==> src/rtl/mips_mc_control_if.sv <==
// Control bundle between the multicycle MIPS control FSM and its datapath.
// The controller receives the IR opcode and drives every datapath enable and select.
interface mips_mc_control_if;
    logic [5:0] OP;
    logic       PCWRITE;
    logic       PCWRITECOND;
    logic       IORD;
    logic       MEMREAD;
    logic       MEMWRITE;
    logic       IRWRITE;
    logic       MEMTOREG;
    logic       REGDST;
    logic       REGWRITE;
    logic       ALUSRCA;
    logic [1:0] ALUSRCB;
    logic [1:0] ALUOP;
    logic [1:0] PCSOURCE;
    logic [3:0] STATE;
    logic       ILLEGAL;

    modport master (
        input  OP,
        output PCWRITE, PCWRITECOND, IORD, MEMREAD, MEMWRITE, IRWRITE,
               MEMTOREG, REGDST, REGWRITE, ALUSRCA, ALUSRCB, ALUOP,
               PCSOURCE, STATE, ILLEGAL
    );

    modport slave (
        output OP,
        input  PCWRITE, PCWRITECOND, IORD, MEMREAD, MEMWRITE, IRWRITE,
               MEMTOREG, REGDST, REGWRITE, ALUSRCA, ALUSRCB, ALUOP,
               PCSOURCE, STATE, ILLEGAL
    );
endinterface

==> src/rtl/mips_mc_control.sv <==
// Main control FSM of the multicycle MIPS core: sequences one instruction over
// 3-5 cycles and decodes all datapath enables/selects from the registered state.
//
// state  | meaning
// FETCH  | read instruction, load IR, PC <= PC+4
// DECODE | read registers, branch target into ALUOut, dispatch on opcode
// MEMADR | effective address for lw/sw
// MEMRD  | data memory read at ALUOut
// MEMWB  | write MDR into rt
// MEMWR  | data memory write at ALUOut
// RTEX   | R-type ALU operation (funct)
// RTWB   | write ALUOut into rd
// BEQ    | compare A/B, PC <= ALUOut if zero
// JMP    | PC <= jump target
// ADDIEX | A + sext(imm)
// ADDIWB | write ALUOut into rt
module mips_mc_control #(
    parameter bit ENABLE_ADDI = 1'b1
) (
    input  logic                  CLK,
    input  logic                  RST,
    mips_mc_control_if.master     bus
);

    typedef enum logic [3:0] {
        S_FETCH  = 4'd0,
        S_DECODE = 4'd1,
        S_MEMADR = 4'd2,
        S_MEMRD  = 4'd3,
        S_MEMWB  = 4'd4,
        S_MEMWR  = 4'd5,
        S_RTEX   = 4'd6,
        S_RTWB   = 4'd7,
        S_BEQ    = 4'd8,
        S_JMP    = 4'd9,
        S_ADDIEX = 4'd10,
        S_ADDIWB = 4'd11
    } state_t;

    localparam logic [5:0] OP_RTYPE = 6'b000000;
    localparam logic [5:0] OP_LW    = 6'b100011;
    localparam logic [5:0] OP_SW    = 6'b101011;
    localparam logic [5:0] OP_BEQ   = 6'b000100;
    localparam logic [5:0] OP_J     = 6'b000010;
    localparam logic [5:0] OP_ADDI  = 6'b001000;

    state_t state_q, state_d;

    logic       pcwrite, pcwritecond, iord, memread, memwrite, irwrite;
    logic       memtoreg, regdst, regwrite, alusrca, illegal;
    logic [1:0] alusrcb, aluop, pcsource;

    always_ff @(posedge CLK or posedge RST) begin
        if (RST) state_q <= S_FETCH;
        else     state_q <= state_d;
    end

    always_comb begin
        state_d     = S_FETCH;
        pcwrite     = 1'b0;
        pcwritecond = 1'b0;
        iord        = 1'b0;
        memread     = 1'b0;
        memwrite    = 1'b0;
        irwrite     = 1'b0;
        memtoreg    = 1'b0;
        regdst      = 1'b0;
        regwrite    = 1'b0;
        alusrca     = 1'b0;
        alusrcb     = 2'b00;
        aluop       = 2'b00;
        pcsource    = 2'b00;
        illegal     = 1'b0;
        case (state_q)
            S_FETCH: begin
                memread = 1'b1;
                irwrite = 1'b1;
                alusrcb = 2'b01;
                pcwrite = 1'b1;
                state_d = S_DECODE;
            end
            S_DECODE: begin
                alusrcb = 2'b11;
                // ILLEGAL is the one output that looks at OP, and only in this state.
                if (bus.OP == OP_RTYPE)                         state_d = S_RTEX;
                else if (bus.OP == OP_LW || bus.OP == OP_SW)    state_d = S_MEMADR;
                else if (bus.OP == OP_BEQ)                      state_d = S_BEQ;
                else if (bus.OP == OP_J)                        state_d = S_JMP;
                else if (ENABLE_ADDI && bus.OP == OP_ADDI)      state_d = S_ADDIEX;
                else begin
                    state_d = S_FETCH;
                    illegal = 1'b1;
                end
            end
            S_MEMADR: begin
                alusrca = 1'b1;
                alusrcb = 2'b10;
                state_d = (bus.OP == OP_SW) ? S_MEMWR : S_MEMRD;
            end
            S_MEMRD: begin
                memread = 1'b1;
                iord    = 1'b1;
                state_d = S_MEMWB;
            end
            S_MEMWB: begin
                regwrite = 1'b1;
                memtoreg = 1'b1;
            end
            S_MEMWR: begin
                memwrite = 1'b1;
                iord     = 1'b1;
            end
            S_RTEX: begin
                alusrca = 1'b1;
                aluop   = 2'b10;
                state_d = S_RTWB;
            end
            S_RTWB: begin
                regwrite = 1'b1;
                regdst   = 1'b1;
            end
            S_BEQ: begin
                alusrca     = 1'b1;
                aluop       = 2'b01;
                pcwritecond = 1'b1;
                pcsource    = 2'b01;
            end
            S_JMP: begin
                pcwrite  = 1'b1;
                pcsource = 2'b10;
            end
            S_ADDIEX: begin
                alusrca = 1'b1;
                alusrcb = 2'b10;
                state_d = S_ADDIWB;
            end
            S_ADDIWB: begin
                regwrite = 1'b1;
            end
            default: state_d = S_FETCH;
        endcase
    end

    // Enables are masked by RST directly so nothing fires while reset is held,
    // even though the state register already sits in FETCH.
    assign bus.PCWRITE     = pcwrite     & ~RST;
    assign bus.PCWRITECOND = pcwritecond & ~RST;
    assign bus.MEMREAD     = memread     & ~RST;
    assign bus.MEMWRITE    = memwrite    & ~RST;
    assign bus.IRWRITE     = irwrite     & ~RST;
    assign bus.REGWRITE    = regwrite    & ~RST;
    assign bus.ILLEGAL     = illegal     & ~RST;
    assign bus.IORD        = iord;
    assign bus.MEMTOREG    = memtoreg;
    assign bus.REGDST      = regdst;
    assign bus.ALUSRCA     = alusrca;
    assign bus.ALUSRCB     = alusrcb;
    assign bus.ALUOP       = aluop;
    assign bus.PCSOURCE    = pcsource;
    assign bus.STATE       = state_q;

endmodule

==> src/flat_wrapper.sv <==
// flat-port wrapper written by rule: the top's interface ports become plain ports
module mips_mc_control_flat 
#(
    parameter bit ENABLE_ADDI = 1'b1
)
  (CLK, RST, bus_OP, bus_PCWRITE, bus_PCWRITECOND, bus_IORD, bus_MEMREAD, bus_MEMWRITE, bus_IRWRITE, bus_MEMTOREG, bus_REGDST, bus_REGWRITE, bus_ALUSRCA, bus_ALUSRCB, bus_ALUOP, bus_PCSOURCE, bus_STATE, bus_ILLEGAL);
  mips_mc_control_if bus_i ();
  input  logic CLK;
  input  logic RST;
  input wire logic [$bits(bus_i.OP)-1:0] bus_OP;
  output wire logic [$bits(bus_i.PCWRITE)-1:0] bus_PCWRITE;
  output wire logic [$bits(bus_i.PCWRITECOND)-1:0] bus_PCWRITECOND;
  output wire logic [$bits(bus_i.IORD)-1:0] bus_IORD;
  output wire logic [$bits(bus_i.MEMREAD)-1:0] bus_MEMREAD;
  output wire logic [$bits(bus_i.MEMWRITE)-1:0] bus_MEMWRITE;
  output wire logic [$bits(bus_i.IRWRITE)-1:0] bus_IRWRITE;
  output wire logic [$bits(bus_i.MEMTOREG)-1:0] bus_MEMTOREG;
  output wire logic [$bits(bus_i.REGDST)-1:0] bus_REGDST;
  output wire logic [$bits(bus_i.REGWRITE)-1:0] bus_REGWRITE;
  output wire logic [$bits(bus_i.ALUSRCA)-1:0] bus_ALUSRCA;
  output wire logic [$bits(bus_i.ALUSRCB)-1:0] bus_ALUSRCB;
  output wire logic [$bits(bus_i.ALUOP)-1:0] bus_ALUOP;
  output wire logic [$bits(bus_i.PCSOURCE)-1:0] bus_PCSOURCE;
  output wire logic [$bits(bus_i.STATE)-1:0] bus_STATE;
  output wire logic [$bits(bus_i.ILLEGAL)-1:0] bus_ILLEGAL;
  assign bus_i.OP = bus_OP;
  assign bus_PCWRITE = bus_i.PCWRITE;
  assign bus_PCWRITECOND = bus_i.PCWRITECOND;
  assign bus_IORD = bus_i.IORD;
  assign bus_MEMREAD = bus_i.MEMREAD;
  assign bus_MEMWRITE = bus_i.MEMWRITE;
  assign bus_IRWRITE = bus_i.IRWRITE;
  assign bus_MEMTOREG = bus_i.MEMTOREG;
  assign bus_REGDST = bus_i.REGDST;
  assign bus_REGWRITE = bus_i.REGWRITE;
  assign bus_ALUSRCA = bus_i.ALUSRCA;
  assign bus_ALUSRCB = bus_i.ALUSRCB;
  assign bus_ALUOP = bus_i.ALUOP;
  assign bus_PCSOURCE = bus_i.PCSOURCE;
  assign bus_STATE = bus_i.STATE;
  assign bus_ILLEGAL = bus_i.ILLEGAL;
  mips_mc_control #(.ENABLE_ADDI(ENABLE_ADDI)) u_core (.CLK(CLK), .RST(RST), .bus(bus_i));
endmodule
==> config.mk <==
export PLATFORM = sky130hd
export DESIGN_NAME = mips_mc_control_flat
export DESIGN_NICKNAME = d
export VERILOG_FILES = /design/src/rtl/mips_mc_control_if.sv /design/src/rtl/mips_mc_control.sv /design/src/flat_wrapper.sv
export SDC_FILE = /design/constraint.sdc
export NUM_CORES = 1
export LEC_CHECK = 0
export BUFFER_PORTS_ARGS = -buffer_cell sky130_fd_sc_hd__buf_2
export CORE_AREA = 2 2 39 41
export CTS_BUF_LIST = sky130_fd_sc_hd__clkbuf_8 sky130_fd_sc_hd__clkbuf_16
export DETAILED_ROUTE_END_ITERATION = 8
export DIE_AREA = 0 0 41 43
export MAX_ROUTING_LAYER = met4
export PLACE_DENSITY = 0.77
export SYNTH_ARGS = -nofsm -noshare
export SYNTH_HDL_FRONTEND = slang
export SYNTH_SLANG_ARGS = --single-unit
export TNS_END_PERCENT = 30
==> constraint.sdc <==
create_clock -name CLK -period 1.76 [get_ports CLK]
set_clock_uncertainty 0.1 [all_clocks]
set_input_delay 0.088 -clock CLK [delete_from_list [all_inputs] [get_ports CLK]]
set_output_delay 0.088 -clock CLK [all_outputs]
set_load 0.03 [all_outputs]
Word-level counts from Yosys, hierarchy flattened
Cells that the tools add are included.

Input bits: 8. Register bits: 4. Output and inout port bits: 21. Logic and storage cells: 60.

Reduce and logical (&&, ||, !) cells: 9. Bitwise operators: 8. Equal/unequal tests: 16. Multiplexer cells: 26.

Operators with widths (number): $pmux 4 s6 (1); $mux 4 (5); $eq 4x3->1 const B (4); $eq 4x4->1 const B (4); $mux 1 (16); $eq 6x6->1 const B (2); $eq 4x2->1 const B (2); $pmux 2 s2 (2); $reduce_or 2->1 (4); $and 1x1->1 (7); $eq 6x2->1 const B (1); $eq 6x3->1 const B (1); $eq 6x4->1 const B (1); $logic_not 6->1 (1); $pmux 2 s3 (1); $eq 4x1->1 const B (1); $logic_not 4->1 (1); $reduce_or 4->1 (1); $mux 3 (1); $reduce_or 3->1 (1); $logic_or 1x1->1 (1); $not 1->1 (1).

Depth between registers and ports, before layout
Gate-level depths: netlist of run 1.

Depth after elaboration: 8. Depth in mapped cells: 4. Mapped depth without buffers: 3.

Worst setup path before layout of run 1
OpenSTA, ideal clock, no wires.

Kind: flip-flop to output port. Start point: reg u_core.state_q[3] (netlist: u_core.bus.STATE[3]). End point: out bus_REGWRITE. Arrival: 1.979 ns. Data required time: 1.572 ns. Slack: -0.407 ns. Buffers on the path: 1. Cell stages (with the launch flop): 5. Cells stage by stage: dfrtp_1 buf_2 nand2b_4 nor3_1 o21a_1.

Cells in the longest elaborated chain, start to end: 4. Elaborated cells on any way between the ends: 6. Classes of those cells: 3 x eq/ne; 1 x mux; 1 x bitwise; 1 x reduce/logical.

Ends and longest elaborated chain: from (decl) (line mips_mc_control.sv:47) `state_t state_q, state_d;`; from (signal assigned) (line mips_mc_control.sv:55) `else state_q <= state_d;`; $eq 4x3->1 or $eq 4x4->1 (tied branches) (line mips_mc_control.sv:74) `case (state_q)`; $reduce_or 3->1 (no line) *; $mux 1 * (line mips_mc_control.sv:74); $and 1x1->1 * (line mips_mc_control.sv:151) `assign bus.REGWRITE = regwrite & ~RST;`; to (decl) (line flat_wrapper.sv:19) `output wire logic [$bits(bus_i.REGWRITE)-1:0] bus_REGWRITE;`.

Every way passes the cells marked *; elsewhere a longest branch is shown, timed or not.

Worst setup path in the final report of run 1
Start point: reg u_core.state_q[0] (netlist: u_core.bus.STATE[0]). End point: out bus_PCWRITE.

Cells in the longest elaborated chain, start to end: 4. Elaborated cells on any way between the ends: 5. Classes of those cells: 1 x eq/ne; 1 x mux; 1 x bitwise; 2 x reduce/logical.

Ends and longest elaborated chain: $eq 4x4->1 or $logic_not 4->1 (tied branches) (line mips_mc_control.sv:74); $reduce_or 2->1 (no line) *; $mux 1 * (line mips_mc_control.sv:74); $and 1x1->1 * (line mips_mc_control.sv:146) `assign bus.PCWRITE = pcwrite & ~RST;`; to (decl) (line flat_wrapper.sv:11) `output wire logic [$bits(bus_i.PCWRITE)-1:0] bus_PCWRITE;`.

Marks and branches as above.

==> results of run 1 <==
## kinds of logic after synthesis
group           count (synthesis)  share of synthesized area (%)
simple gates                   38                           47.2
compound gates                 14                           19.7
buf+inv                         6                           6.99
flops                           4                           20.7
xor+xnor                        3                           5.44
## report_power, final
group	leakage, uW	switching, uW	internal, uW	total [uW]
registers	0.0000499	64.2	112	176
logic	0.000249	343	178	521
clock network	0.0000216	47.7	146	194
## layer usage
metal | up-vias | track usage [%] | routed length [um]
met4 | 0 | 6.00 | 16
met2 | 28 | 27.8 | 633
met5 | - | - | 0
li1 | 299 | - | -
met1 | 276 | 20.8 | 586
met3 | 2 | 2.09 | 100
## worst reg2reg max path, cell delays in order (launching register included)
cell and delay (ns):
dfrtp_1 0.54, buf_4 0.23, a311oi_1 0.06, a2111oi_2 0.31
## Yosys cell counts (all sizes together)
master / count / area [um2]
o2bb2ai: 1 / 8.76
nand3: 1 / 5.00
xor2: 2 / 17.5
nand2: 5 / 18.8
a31oi: 1 / 6.26
buf: 4 / 26.3
nand4: 1 / 6.26
o22ai: 1 / 6.26
inv: 1 / 3.75
xnor2: 1 / 8.76
nor2b: 1 / 6.26
clkbuf: 1 / 3.75
dfrtp: 4 / 100
and3: 1 / 11.3
nand2b: 4 / 32.5
o211ai: 1 / 7.51
o21a: 1 / 7.51
a311oi: 1 / 8.76
and4bb: 1 / 12.5
a2111oi: 1 / 15.0
nor4: 4 / 31.3
nor3b: 3 / 22.5
o21ai: 3 / 15.0
nor3: 8 / 40.0
nor2: 8 / 32.5
a21oi: 4 / 20.0
nand4b: 1 / 8.76
## worst max-delay path by stage
stage | startpoint | endpoint | slack (ns)
global route | u_core.bus.STATE[0]$_DFF_PP0_ | bus_PCWRITE | 0.006
finish | u_core.bus.STATE[0]$_DFF_PP0_ | bus_PCWRITE | 0.08
floorplan | u_core.bus.STATE[0]$_DFF_PP0_ | bus_IORD | -0.18
CTS | u_core.bus.STATE[1]$_DFF_PP0_ | bus_ILLEGAL | 0.03
detailed placement | u_core.bus.STATE[1]$_DFF_PP0_ | bus_ILLEGAL | 0.26
global placement | u_core.bus.STATE[1]$_DFF_PP0_ | bus_MEMREAD | 0.29
## cells in the final DEF (no fill, tap or decap), drive strengths merged
master	Yosys	layout
o211ai	1	1
nand2b	4	4
and3	1	1
dfrtp	4	4
xnor2	1	1
clkbuf	1	3
nor2b	1	1
a21oi	4	4
a2111oi	1	1
o21a	1	1
nand3	1	1
buf	4	30
a31oi	1	1
xor2	2	2
o2bb2ai	1	1
nand4b	1	1
o22ai	1	1
and4bb	1	1
nand4	1	1
nor2	8	8
inv	1	1
nor3b	3	3
nor4	4	4
a311oi	1	1
nand2	5	5
dlygate4sd3	0	1
nor3	8	8
o21ai	3	3
## layout make-up
cell class | instances | area, um2 | area share [%]
Timing Repair Buffer | 31 | 165 | 23.2
Multi-Input combinational cell | 55 | 380 | 53.3
Sequential cell | 4 | 103 | 14.4
Inverter | 1 | 3.75 | 0.526
Clock buffer | 3 | 41.3 | 5.79
Tap cell | 16 | 20.0 | 2.81
## repair_timing
item | 4_1_cts | 5_1_grt
hold buffers | 1 | 0
endpoints found under the hold margin | 4 | 0
setup endpoints to repair | 0 | 7
resized for setup | 0 | 3
## through the flow
| step | power [uW] | hold WS (ns) | utilization, % | instance area (um2) | TNS (ns) |
|---|---|---|---|---|---|
| after floorplan | 561 | -0.229 | - | 509 | -0.811 |
| after global placement | 684 | -0.0478 | 47.3 | 654 | 0 |
| after detailed placement | 693 | -0.0453 | 47.3 | 654 | 0 |
| after CTS | 890 | 0.127 | 51.0 | 706 | 0 |
| after global routing | 952 | 0.163 | 51.5 | 713 | 0 |
| final | 891 | 0.126 | 51.5 | 713 | 0 |
==> flow_metrics.tcl, run 1 <==
set metrics [dict create \
    status "finished, final reports clean" \
    antenna_left 0 \
    dieWidth_um 41 \
    tightest_slew_ns 0.362 \
    fillCellCount 131 \
    die_h_um 43 \
    crit_arrival_ns 1.49 \
    grt_pass1_vias 525 \
    diodes 0 \
    ys_seq_elements 4 \
    cts.clk_slew.worst_paths_ns 0.03 \
    yosys_warnings 0 \
    crit_path_end_kind "output pin" \
    timing.max_cap.violations 0 \
    cp_cell_sequence "buf_4, xor2_1, nor4_4, buf_2" \
    min_from "bus_OP[4]" \
    clock_tree.root_cell "clkbuf_8" \
    r2r_start "u_core.bus.STATE[0]$_DFF_PP0_" \
    slowest_stage "dfrtp_1" \
    fmax_mhz 596 \
    seq_area_frac_synth_pct 20.7 \
    critPathLaunchType "flop" \
    drt_iter0_markers 10 \
    dp.cells 106 \
    postSynthAreaPerCell_um2 7.43 \
    numCtsBuffers 3 \
    grt_max_degree 17 \
    clock_sinks 4 \
    synth_nets 73 \
    worstHoldPathType "in2reg" \
    layout-drive-gt1-share_pct 46.8 \
    area.growth.synth_to_final_pct 47.7 \
    grt.overflow.total 0 \
    nNetsFinal 104 \
    via_per_inst 5.50 \
    finalWirelength_um 1340 \
    syn_inst 65 \
    relSlewSlack_pct 75.9 \
    clock_latency_ns 0.22 \
    io_pins 29 \
    port_buffers 28 \
    largest_register_ffs 4 \
    die_area_um2 1760 \
    wire_per_inst_um 12.2 \
    path_buf_inv 2 \
    cts_setup_buffers 0 \
    crit_family "flip-flops" \
    total_leakage_power_uw 0.000320 \
    rsz0062_at_grt "no" \
    initial_utilization_pct 34.9 \
    tritoncts "built" \
    gp_congestion 0.791 \
    max_stage_delay_ns 0.49 \
    clk_path_buf_depth 2 \
    remaining_drc_errors 0 \
    core-area_um2 1380 \
    powerDensity_nw_per_um2 1250 \
    slew_violations 0 \
    grt_pass1_wl_um 2130 \
    globalRouteTotalUtil_pct 17.1 \
    finalSetupViolations 0 \
    whs_endpoint "u_core.bus.STATE[1]$_DFF_PP0_" \
    fin_cells 110 \
    r2r_end "u_core.bus.STATE[2]$_DFF_PP0_" \
    place_hpwl_um 1020 \
    setup_slack_ns 0.0835 \
    period_needed_ns 1.68 \
    h-tree-depth 1 \
    row_count 14 \
    critical_path_depth 4 \
    required_ns 1.57 \
    crit_type "reg2out" \
    dr.pass1.iters 4 \
    r2r_cells 3 \
    crit_fanout 12 \
    num_vias 605 \
    fin_crit_sh_pct 95.3 \
    hold_violations 0 \
    hold_depth 4 \
    antenna_found_initial 0 \
    r2r_slack_ns 0.39 \
    pre_cts_slack_ns 0.257 \
    ys_types 31 \
    ir_worst_vdd_mv 0.553 \
    netlist_area_um2 483 \
]
No activity file was read; power rests on OpenSTA's default activity.
==> inputs of run 2 (changes only) <==
==> constraint.sdc (replaced) <==
create_clock -name CLK -period 1.76 [get_ports CLK]
set_clock_uncertainty 0.1 [all_clocks]
set_input_delay 0.176 -clock CLK [delete_from_list [all_inputs] [get_ports CLK]]
set_output_delay 0.176 -clock CLK [all_outputs]
set_load 0.03 [all_outputs]
==> run 2 against run 1 <==
Against the previous run: global-route usage up 0.64 points; sequential cell count is the same; cell count grew 2.7%; worst setup slack got worse by 0.012 ns; largest cell class unchanged; largest power group unchanged.
==> flow_metrics.tcl, run 2 (same netlist as run 1, synthesis figures left out) <==
set metrics [dict create \
    remaining_drc_errors 0 \
    clock_sinks 4 \
    status "finished, final reports clean" \
    die_area_um2 1760 \
    antenna_found_initial 0 \
    initial_utilization_pct 34.9 \
    tritoncts "built" \
    finalWirelength_um 1350 \
    final_cell_mix "buf_2, nor2_1, nor3_1" \
    clk_path_buf_depth 2 \
    fmax_mhz 592 \
    largest_register_ffs 4 \
    crit_type "reg2out" \
    clock_tree.root_cell "clkbuf_8" \
    row_count 14 \
    hold_violations 0 \
    required_ns 1.48 \
    clock_latency_ns 0.21 \
    place_hpwl_um 1080 \
    fin_crit_sh_pct 96.0 \
    io_pins 29 \
    globalRouteTotalUtil_pct 17.8 \
    pre_cts_slack_ns 0.228 \
    total_leakage_power_uw 0.000336 \
    period_needed_ns 1.69 \
    dr.pass1.iters 4 \
    rsz0062_at_grt "yes" \
    placed_area_um2 682 \
    slew_violations 0 \
    tightest_slew_ns 0.323 \
    worstHoldPathType "in2reg" \
    critPathLaunchType "flop" \
    num_vias 611 \
    powerDensity_nw_per_um2 1230 \
    grt_pass1_vias 526 \
    drt_iter0_markers 14 \
    fillCellCount 131 \
    whs_ns 0.215 \
    r2r_end "u_core.bus.STATE[2]$_DFF_PP0_" \
    ir_worst_vdd_mv 0.541 \
    crit_path_end_kind "output pin" \
    numCtsBuffers 3 \
    nNetsFinal 107 \
    grt_pass1_wl_um 2150 \
    antenna_left 0 \
    wire_per_inst_um 11.9 \
    cts_setup_buffers 0 \
    r2r_cells 3 \
    critPathCapture "bus_ILLEGAL" \
    port_buffers 28 \
    timing.max_cap.violations 0 \
    design_area_um2 749 \
    relSlewSlack_pct 78.3 \
    grt.overflow.total 0 \
    via_per_inst 5.41 \
    core-area_um2 1380 \
    dieWidth_um 41 \
    r2r_start "u_core.bus.STATE[0]$_DFF_PP0_" \
    cts.clk_slew.worst_paths_ns 0.03 \
    final_common_cell "buf_2" \
    crit_arrival_ns 1.41 \
    gp_congestion 0.857 \
    setup_slack_ns 0.0710 \
    diodes 0 \
    grt_max_degree 13 \
    crit_fanout 6 \
    tns_ns 0 \
    r2r_slack_ns 0.46 \
    die_h_um 43 \
    layout-drive-gt1-share_pct 52.6 \
    finalSetupViolations 0 \
    h-tree-depth 1 \
    area.growth.synth_to_final_pct 55.2 \
    critPathLaunch "u_core.bus.STATE[2]$_DFF_PP0_" \
]
==> run 2: changes by cell type in the layout (fill, tap and decap cells not counted), sizes merged <==
| cell | change |
|---|---|
| buf | +3 |
==> run 2: routing by layer <==
layer,vias to the layer above,share of wire [%],GRT usage [%]
met5,-,0,-
met4,0,0,6.67
met3,0,7.2,3.66
met2,23,49,26.6
met1,280,44,22.8
li1,308,-,-
==> run 2: area by class of cell <==
class / instances / area, um2 / share of cell area (%)
clock buffers: 3 / 41.3 / 5.51
inverters: 1 / 3.75 / 0.501
multi-input cells: 55 / 390 / 52.1
flip-flops and latches: 4 / 104 / 13.9
well taps: 16 / 20.0 / 2.67
repair buffers: 34 / 190 / 25.4
==> run 2: per-stage QoR <==
stage | cells | total power [uW] | util [%]
2_1_floorplan | 65 | 560 | -
3_3_place_gp | 109 | 714 | 49.3
3_5_place_dp | 109 | 722 | 49.3
4_1_cts | 113 | 915 | 53.0
5_1_grt | 113 | 987 | 54.2
6_report | 113 | 923 | 54.2
==> run 2: timing repair <==
action,in CTS,in global routing
resized for setup,0,7
hold buffers,1,0
hold endpoints to repair,4,0
setup endpoints to repair,1,5
==> run 2: worst min path at each step <==
stage                     slack, ns                            end      start  depth (start not counted)
after floorplan               -0.14  u_core.bus.STATE[0]$_DFF_PP0_        RST                          1
after global placement         0.04  u_core.bus.STATE[3]$_DFF_PP0_        RST                          2
after detailed placement       0.04  u_core.bus.STATE[1]$_DFF_PP0_        RST                          2
after CTS                      0.21  u_core.bus.STATE[1]$_DFF_PP0_  bus_OP[4]                          4
after global routing           0.24  u_core.bus.STATE[1]$_DFF_PP0_  bus_OP[3]                          3
final                          0.22  u_core.bus.STATE[1]$_DFF_PP0_  bus_OP[4]                          4
==> run 2: worst max-delay path: stages (launching register included) <==
cell and delay, ns:
dfrtp_2 0.46, nor2_4 0.17, nand2_1 0.10, and4bb_2 0.29
buf_2 0.19
==> run 2: power by group <==
part           internal, uW  leakage (uW)  total [uW]  switching (uW)
combinational           205      0.000266         575             370
sequential              113     0.0000483         161            47.9
clock                   145     0.0000216         187            41.8
==> inputs of run 3 (changes only) <==
--- a/config.mk
+++ b/config.mk
@@ -11,7 +11,7 @@
 export DETAILED_ROUTE_END_ITERATION = 8
 export DIE_AREA = 0 0 41 43
 export MAX_ROUTING_LAYER = met4
-export PLACE_DENSITY = 0.77
+export PLACE_DENSITY = 0.72
 export SYNTH_ARGS = -nofsm -noshare
 export SYNTH_HDL_FRONTEND = slang
 export SYNTH_SLANG_ARGS = --single-unit
==> run 3 against run 2 <==
Against the previous run: utilization increased by 0.99 points; sequential power increased by 4%; critical path depth unchanged; cell count increased by 0.88%; non-clock buffer count increased by 1; clock power increased by 2%; global-route usage increased by 1.0 points; die area unchanged; via count increased by 2.3%; total power increased by 2.2%; fmax decreased by 1.4%; register-to-register slack got worse by 0.03 ns; critical endpoint is now bus_REGWRITE; highest routed layer is now met4.
==> flow_metrics.tcl, run 3 (same netlist as run 1, synthesis figures left out) <==
set metrics [dict create \
    total_leakage_power_uw 0.000340 \
    dr.pass1.iters 4 \
    antenna_found_initial 0 \
    hold_violations 0 \
    cts_setup_buffers 0 \
    grt_max_degree 12 \
    globalRouteTotalUtil_pct 18.8 \
    clock_latency_ns 0.22 \
    placed_area_um2 689 \
    clk_path_buf_depth 2 \
    tns_ns 0 \
    via_per_inst 5.48 \
    place_hpwl_um 1080 \
    tritoncts "built" \
    pre_cts_slack_ns 0.216 \
    pwr-share-comb_pct 62.0 \
    swShare_pct 49.1 \
    drt_iter0_markers 11 \
    core-area_um2 1380 \
    remaining_drc_errors 0 \
    ir_worst_vdd_mv 0.496 \
    grt.overflow.total 0 \
    numCtsBuffers 3 \
    design_area_um2 763 \
    timing.max_cap.violations 0 \
    worstHoldPathType "in2reg" \
    final_common_cell "buf_2" \
    die_h_um 43 \
    final_cell_mix "buf_2, nor2_1, nor3_1, buf_4, nand2_1" \
    p_seq_share_pct 17.7 \
    clock_sinks 4 \
    fin_crit_sh_pct 97.4 \
    tightest_slew_ns 0.305 \
    largest_register_ffs 4 \
    crit_type "reg2out" \
    crit_fanout 6 \
    crit_path_end_kind "output pin" \
    period_needed_ns 1.71 \
    io_pins 29 \
    powerDensity_nw_per_um2 1240 \
    nNetsFinal 108 \
    die_area_um2 1760 \
    required_ns 1.48 \
    clock_tree.root_cell "clkbuf_8" \
    wire_per_inst_um 12.7 \
    diodes 0 \
    gp_congestion 0.879 \
    setup_slack_ns 0.0462 \
    port_buffers 28 \
    crit_arrival_ns 1.44 \
    row_count 14 \
    initial_utilization_pct 34.9 \
    layout-drive-gt1-share_pct 54.1 \
    area.growth.synth_to_final_pct 58.0 \
    fmax_mhz 584 \
    power_switching_uw 463 \
    dieWidth_um 41 \
    antenna_left 0 \
    power_frac_clock_pct 20.2 \
    grt_pass1_wl_um 2210 \
    relSlewSlack_pct 79.6 \
    status "finished, final reports clean" \
    grt_pass1_vias 573 \
    num_vias 625 \
    finalSetupViolations 0 \
    p_int_uw 480 \
    slew_violations 0 \
    finalWirelength_um 1450 \
    h-tree-depth 1 \
    critPathLaunchType "flop" \
    cts.clk_slew.worst_paths_ns 0.03 \
]
==> run 3: cell types whose count changed in the layout (fill, tap and decap cells not counted), sizes merged <==
cell / before / now
buf: 33 / 32
clkbuf: 3 / 5
==> run 3: worst paths after layout <==
kind                       depth (start not counted)                            end  slack [ns]                           from
max in group asynchronous                          3  u_core.bus.STATE[0]$_DFF_PP0_        0.99                            RST
hold / removal                                     4  u_core.bus.STATE[1]$_DFF_PP0_        0.21                      bus_OP[4]
setup reg to reg                                   4  u_core.bus.STATE[0]$_DFF_PP0_        0.43  u_core.bus.STATE[2]$_DFF_PP0_
min in group asynchronous                          3  u_core.bus.STATE[1]$_DFF_PP0_        0.39                            RST
hold reg to reg                                    3  u_core.bus.STATE[1]$_DFF_PP0_        0.58  u_core.bus.STATE[3]$_DFF_PP0_
setup / recovery                                   4                   bus_REGWRITE        0.05  u_core.bus.STATE[2]$_DFF_PP0_
==> run 3: area by class of cell <==
class / count / area, um2
Tap cell: 16 / 20.0
Timing Repair Buffer: 35 / 203
Fill cell: 135 / 621
Sequential cell: 4 / 105
Inverter: 1 / 3.75
Clock buffer: 3 / 41.3
Multi-Input combinational cell: 55 / 390
==> run 3: routing by layer <==
layer / wire length [um] / GRT usage, % / share of wire, %
met1: 607 / 17.9 / 42
met2: 709 / 30.9 / 49
met3: 117 / 5.24 / 8.1
met4: 12 / 12.0 / 0.83
met5: 0 / - / 0
==> run 3: power by group through the flow <==
stage                     Sequential (uW)  Clock [uW]  Combinational [uW]
final                                 167         191                 585
after global routing                  174         199                 628
after global placement                162           0                 559
after CTS                             162         192                 566
after detailed placement              163           0                 561
after floorplan                       165           0                 396
==> run 3: repair_timing <==
action | 4_1_cts | 5_1_grt
resized for setup | 1 | 10
setup endpoints to repair | 2 | 5
hold buffers | 1 | 0
hold endpoints to repair | 4 | 0
==> run 3: critical path: stages, from the launching register on <==
cell and delay [ns]:
dfrtp_2 0.46, nand2b_2 0.27, a21oi_1 0.18, o21a_1 0.12, buf_2 0.19
==> run 3: metrics by stage <==
step	hold WS [ns]	util [%]	power [uW]	std cells
final	0.210	55.2	943	114
after detailed placement	0.0405	49.8	724	110
after global routing	0.223	55.2	1000	114
after floorplan	-0.141	-	560	65
after global placement	0.0422	49.8	721	110
after CTS	0.204	53.7	920	114
